===== src/rtl/regfile_mp.sv =====
// Multi-read-port register file with hardwired-zero r0, write bypass
// and a post-reset clear sequencer that sweeps every register to zero.
module regfile_mp #(
  parameter int XLEN    = 32,
  parameter int DEPTH   = 32,
  parameter int NRD     = 2,
  parameter int BYPASS  = 1,
  parameter int ZERO_R0 = 1,
  localparam int AW     = $clog2(DEPTH)
) (
  input  logic                clk,
  input  logic                rst,
  input  logic [NRD*AW-1:0]   adr_rs,
  output logic [NRD*XLEN-1:0] dout_rs,
  input  logic [AW-1:0]       adr_rd,
  input  logic [XLEN-1:0]     din_rd,
  input  logic                regwrite,
  output logic                busy
);

  typedef enum logic {
    CLEAR = 1'b0,
    RUN   = 1'b1
  } state_t;

  state_t          state;
  state_t          state_nx;
  logic [AW-1:0]   clr_idx;
  logic [AW-1:0]   clr_idx_nx;
  logic            clr_en;
  logic            wen;
  logic            wr_r0;
  logic [XLEN-1:0] mem [DEPTH];

  always_ff @(posedge clk) begin
    if (rst) begin
      state   <= CLEAR;
      clr_idx <= '0;
    end else begin
      state   <= state_nx;
      clr_idx <= clr_idx_nx;
    end
  end

  always_comb begin
    state_nx   = state;
    clr_idx_nx = clr_idx;
    unique case (state)
      CLEAR: begin
        clr_idx_nx = clr_idx + 1'b1;
        if (clr_idx == AW'(DEPTH - 1))
          state_nx = RUN;
      end
      RUN: state_nx = RUN;
      default: state_nx = CLEAR;
    endcase
  end

  always_comb begin
    busy   = rst | (state == CLEAR);
    clr_en = ~rst & (state == CLEAR);
    wr_r0  = (ZERO_R0 != 0) && (adr_rd == '0);
    wen    = regwrite & ~busy & ~wr_r0;
  end

  // Sweep and normal writes never overlap: wen is gated by busy.
  always_ff @(posedge clk) begin
    if (clr_en)
      mem[clr_idx] <= '0;
    else if (wen)
      mem[adr_rd] <= din_rd;
  end

  for (genvar i = 0; i < NRD; i++) begin : g_rd
    logic [AW-1:0]   a;
    logic [XLEN-1:0] d;
    logic            sel_zero;
    logic            sel_byp;
    logic            sel_mem;

    assign a = adr_rs[i*AW +: AW];

    always_comb begin
      sel_zero = busy | ((ZERO_R0 != 0) && (a == '0));
      sel_byp  = ~sel_zero & (BYPASS != 0) & wen & (adr_rd == a);
      sel_mem  = ~sel_zero & ~sel_byp;
      d        = '0;
      unique case (1'b1)
        sel_zero: d = '0;
        sel_byp:  d = din_rd;
        sel_mem:  d = mem[a];
        default:  d = '0;
      endcase
    end

    assign dout_rs[i*XLEN +: XLEN] = d;
  end

endmodule


===== config.mk =====
export PLATFORM = sky130hd
export DESIGN_NAME = regfile_mp
export DESIGN_NICKNAME = d
export VERILOG_FILES = /design/src/rtl/regfile_mp.sv
export SDC_FILE = /design/constraint.sdc
export NUM_CORES = 1
export LEC_CHECK = 0
export BUFFER_PORTS_ARGS = -buffer_cell sky130_fd_sc_hd__buf_4
export CAP_MARGIN = 20
export CORE_UTILIZATION = 55
export DETAILED_ROUTE_END_ITERATION = 16
export GPL_ROUTABILITY_DRIVEN = 0
export PLACE_DENSITY_LB_ADDON = 0.05
export SKIP_LAST_GASP = 1
export SYNTH_ARGS = -nofsm -noshare
export SYNTH_HDL_FRONTEND = slang
export SYNTH_SLANG_ARGS = --single-unit

===== constraint.sdc =====
create_clock -name clk -period 5.05 [get_ports clk]
set_input_delay 1.2625 -clock clk [delete_from_list [all_inputs] [get_ports clk]]
set_output_delay 1.2625 -clock clk [all_outputs]
set_load 0.05 [all_outputs]

==> metrics, run 1 <==
die height slightly below 300 um; compound-gate portion of the synthesized area ~5.5%; LEAKAGE approximately 16 nW; fin. max-slew vios 0; Initial Utilization 55.91%; # clock sinks 1,030; r2r setup slk 1.43 ns; vias in the first global route 29,710; clock skew 0.01421 ns; first-pass GRT wire length 221,900 um; most used cell, CP buf_4; post-synthesis mux area share around a quarter; hold depth 2; Setup TNS Final 0 ns; Synth-to-Final Area Change 15.79%; RSZ-0062 raised after global routing no; Core ar. 0.08582 sq mm; synthesized area per cell 19.45 sq um; CTS tree yes; post-route setup slack 0.09959 ns; Yosys reg bits 1,030; IO Count around 120; Hold Path Class register to register; Critical Path RT 3.79 ns; worst-margin pin slew 1.066 ns; period utilization 98.03%; non-filler cells, final 3,941; Synth cell types 58; reg-to-reg endpoint mem[28][14]; most frequent cells in the layout edfxtp_1 (1,024), mux4_2 (489), buf_4 (266), clkbuf_16 (107), o22ai_1 (102); largest net degree at the start of global routing 62; Clock transition at path regs about 0.060 ns; Hold Path Origin clr_idx[3]; DRT iter0 DRCs 4,014; Cells after DPL 3,744; outcome completed; Worst Setup End Kind output port; RR Startpoint state; n_diodes 0; die width 297.4 um; Synth Area in Adders 0.05216%; CTS H-tree lvls 3; pre-CTS setup slack roughly 0.096 ns; Synth Cell Area roughly 0.048 sq mm; sequential share of the synthesized area about 64%; Worst Setup Path Type input port to output port; CP peak stage delay 0.79 ns; DR WL/cell between 30 and 40 um; Mapped Nets ~2,500; Vias/cell about 7.5; main combinational cell family by area after synthesis multiplexers; async set-reset flop share out of synthesis 0%; initial antenna violation count 2; remaining global-route overflow 0; most common cell after layout, fill and taps aside edfxtp_1; # rows 107; Port Buf Inserts 114; Max FO, Critical Path 19; GRT Overall Usage 35.87%; Vias 29,380; Post-Syn Instances between 2,000 and 2,500; Min-Delay Endpoint clr_idx[3]; Fin. Hold Viols 0; simple-gate portion of the synthesized area under 10%; Root Driver clkbuf_16; Max clock buf depth 3; Critical-path top delay cell nor2_4; Detail Route Antenna Nets 0; Hold Buf Count CTS 0; DRC Markers 0; share of cells above drive strength 1 37.68%; Peak Freq 0.2020 GHz; Routed WL 156,200 um; Skew-Pair Late Insertion Delay 0.67 ns; Final nets 2,762; xor and xnor area share after synthesis 0.2191%; power density over cell area 327.6 mW/mm^2; Critical Path Source Type input port; DIE AREA approximately 0.088 sq mm; Tmin final around 5 ns; Post-synth EDFFs 1,024; critical path cell sequence buf_4 > buf_4 > xnor2_1 > o211ai_2 > buf_4 > nor2_4 > buf_12 > a22o_1 > buf_4; relative max-transition margin 28.95%; max_cap viols 0; Primary FF master, synth edfxtp_1; Hold WS 0.5715 ns; critical path data arrival time between 3 and 4 ns; FF-to-FF path depth 8; total power 18.20 mW; maximum vdd drop between 200 and 300 uV; Setup-failing EPs final 0; hpwl dp 92,430 um; cts bufs inserted 105; synth warn 0; drt pass-1 iters 5
==> layer usage <==
layer  routed length, um  up-vias  track usage (%)
li1                    -    11290                -
met1               56870    15480            49.69
met2               73670     2216            56.11
met3               17730      402            6.770
met4                7898        2            16.04
met5                  13        -                0
==> cell families (layout without fill, tap and decap cells) <==
kind of cell,after synthesis,count (layout)
AOI/OAI and AO/OA,369,369
xor gates and xnor gates,12,12
adders and majority gates,2,2
buffers and inverters,213,543
DFF,1030,1030
muxes,588,588
and+or+nand+nor,253,253
==> cell type report <==
cell class                 count  area [sq um]
clock buffer                 126          2749
clock inverter                68         560.5
fill                        5828         30260
inverter                       7         26.28
multi-input combinational   1224         16410
sequential                  1030         30870
tap                         1144          1431
timing repair buffer         342          3502
==> sequential cells by signal (all words and copies together), names as in the netlist <==
register / count
mem: 1024
clr_idx: 5
state: 1
==> worst max path at each step <==
stage	startpoint	to	slack [ns]	cells after the start
global route	adr_rs[0]	dout_rs[5]	0.02	8
global placement	adr_rd[0]	dout_rs[13]	-0.19	8
finish	adr_rd[2]	dout_rs[2]	0.1	9
floorplan	adr_rd[1]	dout_rs[24]	-0.41	7
detailed placement	adr_rs[0]	dout_rs[5]	0.1	8
CTS	adr_rs[0]	dout_rs[5]	0.09	8
==> worst max-delay path, delay by kind of cell <==
kind,cells,cell delay [ns]
compound gates,2,0.42
simple gates,1,0.79
buf+inv,5,0.96
xor+xnor,1,0.19
==> synthesized netlist by cell type (4+ instances only) <==
| master | count | area (sq um) |
|---|---|---|
| nor2b_1 | 34 | 212.7 |
| a32o_1 | 30 | 300.3 |
| o21ai_0 | 14 | 70.07 |
| or3_1 | 6 | 37.54 |
| o41ai_1 | 4 | 35.03 |
| nor2_1 | 67 | 251.5 |
| nor4_1 | 11 | 68.82 |
| edfxtp_1 | 1024 | 30750 |
| buf_4 | 16 | 120.1 |
| o22ai_1 | 102 | 638.1 |
| a221o_1 | 8 | 80.08 |
| a2111oi_0 | 7 | 61.31 |
| o211ai_1 | 5 | 37.54 |
| clkbuf_1 | 73 | 274.0 |
| buf_1 | 20 | 75.07 |
| buf_6 | 6 | 67.56 |
| nand2b_1 | 5 | 31.28 |
| nand3_1 | 18 | 90.09 |
| a22oi_1 | 32 | 240.2 |
| a211oi_1 | 33 | 247.7 |
| a22o_1 | 26 | 227.7 |
| a21oi_1 | 69 | 345.3 |
| a221oi_1 | 21 | 183.9 |
| xnor2_1 | 9 | 78.83 |
| mux4_2 | 489 | 11010 |
| nand2_1 | 39 | 146.4 |
| inv_1 | 5 | 18.77 |
| nor3_1 | 17 | 85.08 |
| mux2_2 | 24 | 270.3 |
| and2_1 | 40 | 250.2 |
| and3_1 | 6 | 37.54 |
| mux2i_1 | 75 | 750.7 |
| dfxtp_1 | 6 | 120.1 |
| buf_2 | 91 | 455.4 |
==> stage by stage <==
step / cell area (sq um) / util (%)
floorplan: 47980 / -
global placement: 52160 / 60.78
detailed placement: 52160 / 60.79
CTS: 55470 / 64.64
global route: 55550 / 64.73
finish: 55550 / 64.73
==> power by group <==
| part | total [mW] | internal (mW) | leakage, nW | switching [mW] |
|---|---|---|---|---|
| clock | 7.58 | 4.29 | 1.62 | 3.29 |
| combinational | 1.27 | 0.551 | 6.37 | 0.722 |
| sequential | 9.35 | 9.32 | 8.28 | 0.0265 |
==> timing repair <==
action	CTS	global route
gates resized for setup	0	2
setup buffers	0	0
setup endpoints to repair	0	2
Note: power is estimated with default switching activity, not from simulation.
==> run 2: changes to the inputs <==
- clock period: 5.05 -> 4.9 ns (I/O delays scaled with it)
==> metrics, run 2 (synthesis results as in run 1) <==
most common cell after layout, fill and taps aside edfxtp_1; CTS H-tree lvls 3 (unchanged); Skew-Pair Late Insertion Delay 0.67 ns (about the same); Setup-failing EPs final 1 (+1); max FFs per register 1,024 (unchanged); n_diodes 0 (unchanged); Worst Setup End Kind output port; remaining global-route overflow 0 (unchanged); hpwl dp 94,030 um (+1.7%); failing checks setup timing; relative max-transition margin 28.87% (-0.080 points); Max clock buf depth 3 (unchanged); GRT Overall Usage 35.78% (-0.093 points); worst-margin pin slew 1.067 ns (+0.001203 ns); Tmin final slightly below 5 ns; RSZ-0062 raised after global routing no; critical path cell sequence buf_4 > buf_12 > buf_4 > or3_1 > buf_4 > o22ai_1 > nor3_1 > a22o_1 > buf_4; fin. max-slew vios 0 (unchanged); vias in the first global route 29,870 (+0.55%); maximum vdd drop 318.7 uV (+16%); Vias 29,290 (-0.30%); Cells after DPL 3,769 (+0.67%); post-route setup slack -0.04510 ns (-0.1447 ns); Initial Utilization 55.91% (unchanged); biggest registers after layout mem (1024), clr_idx (5), state (1); Worst Setup Path Type input port to output port; # rows 107 (unchanged); Fin. Hold Viols 0 (unchanged); cts bufs inserted 107 (+1.9%); Max FO, Critical Path 21 (+2); Critical Path Source Type input port; Critical Path RT 3.67 ns (-0.12 ns); outcome finished with violations; Core ar. 0.08582 sq mm (unchanged); DR WL/cell 39.26 um (-0.92%); most used cell, CP buf_4; Synth-to-Final Area Change 16.42%; initial antenna violation count 0 (-2); most frequent cells in the layout edfxtp_1 (1,024), mux4_2 (489), buf_4 (285), clkbuf_16 (111), o22ai_1 (102); Fillers 5,776 (-0.89%); largest net degree at the start of global routing 45 (-27%); Routed WL 155,700 um (-0.29%); LEAKAGE 16.45 nW (+1.2%); total power 18.89 mW (+3.8%); Final Cell Area 0.05586 sq mm (+0.55%); period utilization 100.9%; share of cells above drive strength 1 38.45% (+0.76 points); delay-heaviest family, CP buffers and inverters; die height 297.4 um (unchanged); Root Driver clkbuf_16; Sequential Power Share 51.0% (-0.4 points); IO Count 115 (unchanged); power density over cell area 338.2 mW/mm^2 (+3.2%); drt pass-1 iters 6 (+1); DRC Markers 0 (unchanged); critical path data arrival time 3.72 ns (+0.03 ns); Critical-path top delay cell or3_1; pre-CTS setup slack -0.1080 ns (-0.2038 ns); CP bufs+invs 5 (unchanged); Post-DP Area 0.05243 sq mm (+0.50%); Detail Route Antenna Nets 0 (unchanged); internal power 14.69 mW (+3.8%); Vias/cell 7.386 (-0.93%); CP peak stage delay 0.45 ns (-0.34 ns); clock skew 0.03138 ns (+0.01716 ns); Layout Utilization 65.09% (+0.36 points); DRT iter0 DRCs 3,999 (-0.37%); die width 297.4 um (unchanged); # clock sinks 1,030 (unchanged); sw frac 22.24% (+0.026 points); Peak Freq 0.2022 GHz; Hold Buf Count CTS 0 (unchanged); first-pass GRT wire length 221,400 um (-0.23%); Gate power share 7.1% (about the same); non-filler cells, final 3,966 (+0.63%); Port Buf Inserts 114 (unchanged); DIE AREA 0.08842 sq mm (unchanged); Hold Path Class register to register; Clock transition at path regs 0.06 ns (about the same); CTS tree yes; Biggest register mem; Final nets 2,787 (+0.91%); Switch Pwr 4.200 mW (+3.9%); max_cap viols 0 (unchanged); clock share of power 41.9% (+0.3 points)
==> run 2: cell count changes in the layout (fill, tap and decap cells not counted), moves of 3 or more <==
cell and delta:
buf_4 +19, clkbuf_1 +4, clkinv_2 +3, clkbuf_16 +4, buf_12 +6, clkinv_1 -9
inv_6 -3, clkinv_8 +3
==> run 2: repair_timing <==
item,CTS,global route
hold endpoints to repair,0,0
setup buffers,0,0
endpoints found under the setup margin,5,2
resized for setup,2,2
==> run 2: metrics by stage <==
stage | hold slack (ns) | setup TNS (ns)
finish | 0.5438 | -0.04510
global route | 0.5703 | 0
CTS | 0.5474 | 0
detailed placement | 0.5433 | -0.2802
global placement | 0.5278 | -0.2880
floorplan | 0.4923 | -1.959
==> run 2: path summary, 6_finish.rpt <==
path / startpoint / to / slack [ns] / cells after the start
max: adr_rs[2] / dout_rs[2] / -0.05 / 9
min: clr_idx[3] / clr_idx[3] / 0.54 / 2
max reg2reg: state / mem[6][12] / 1.54 / 8
min reg2reg: clr_idx[3] / clr_idx[3] / 0.54 / 2
==> run 2: area by class of cell <==
cell class                 count  area [sq um]  share of cell area, %
timing repair buffer         365          3710                  6.641
sequential                  1030         30870                  55.26
inverter                       7         26.28                0.04704
clock buffer                 136          2892                  5.176
tap                         1144          1431                  2.562
multi-input combinational   1224         16410                  29.39
clock inverter                60         515.5                 0.9229
==> run 2: power by group through the flow <==
stage	registers [mW]	logic (mW)	clock network [mW]
2_1_floorplan	9.81	0.780	0
3_3_place_gp	9.82	1.31	0
3_5_place_dp	9.82	1.31	0
4_1_cts	9.63	1.32	7.98
5_1_grt	9.64	1.38	8.30
6_report	9.64	1.33	7.92
==> run 2: per-layer routing <==
metal / share of wire [%] / vias to the layer above / GRT usage, %
li1: - / 11310 / -
met1: 35 / 15390 / 47.92
met5: 0 / - / 0
met3: 12 / 430 / 7.910
met2: 48 / 2161 / 56.51
met4: 5.4 / 0 / 16.72
==> run 2: tightest hold or removal path, stage by stage (launching register included) <==
cell and delay (ns):
dfxtp_1 0.35, o21ai_0 0.09, a21oi_1 0.06
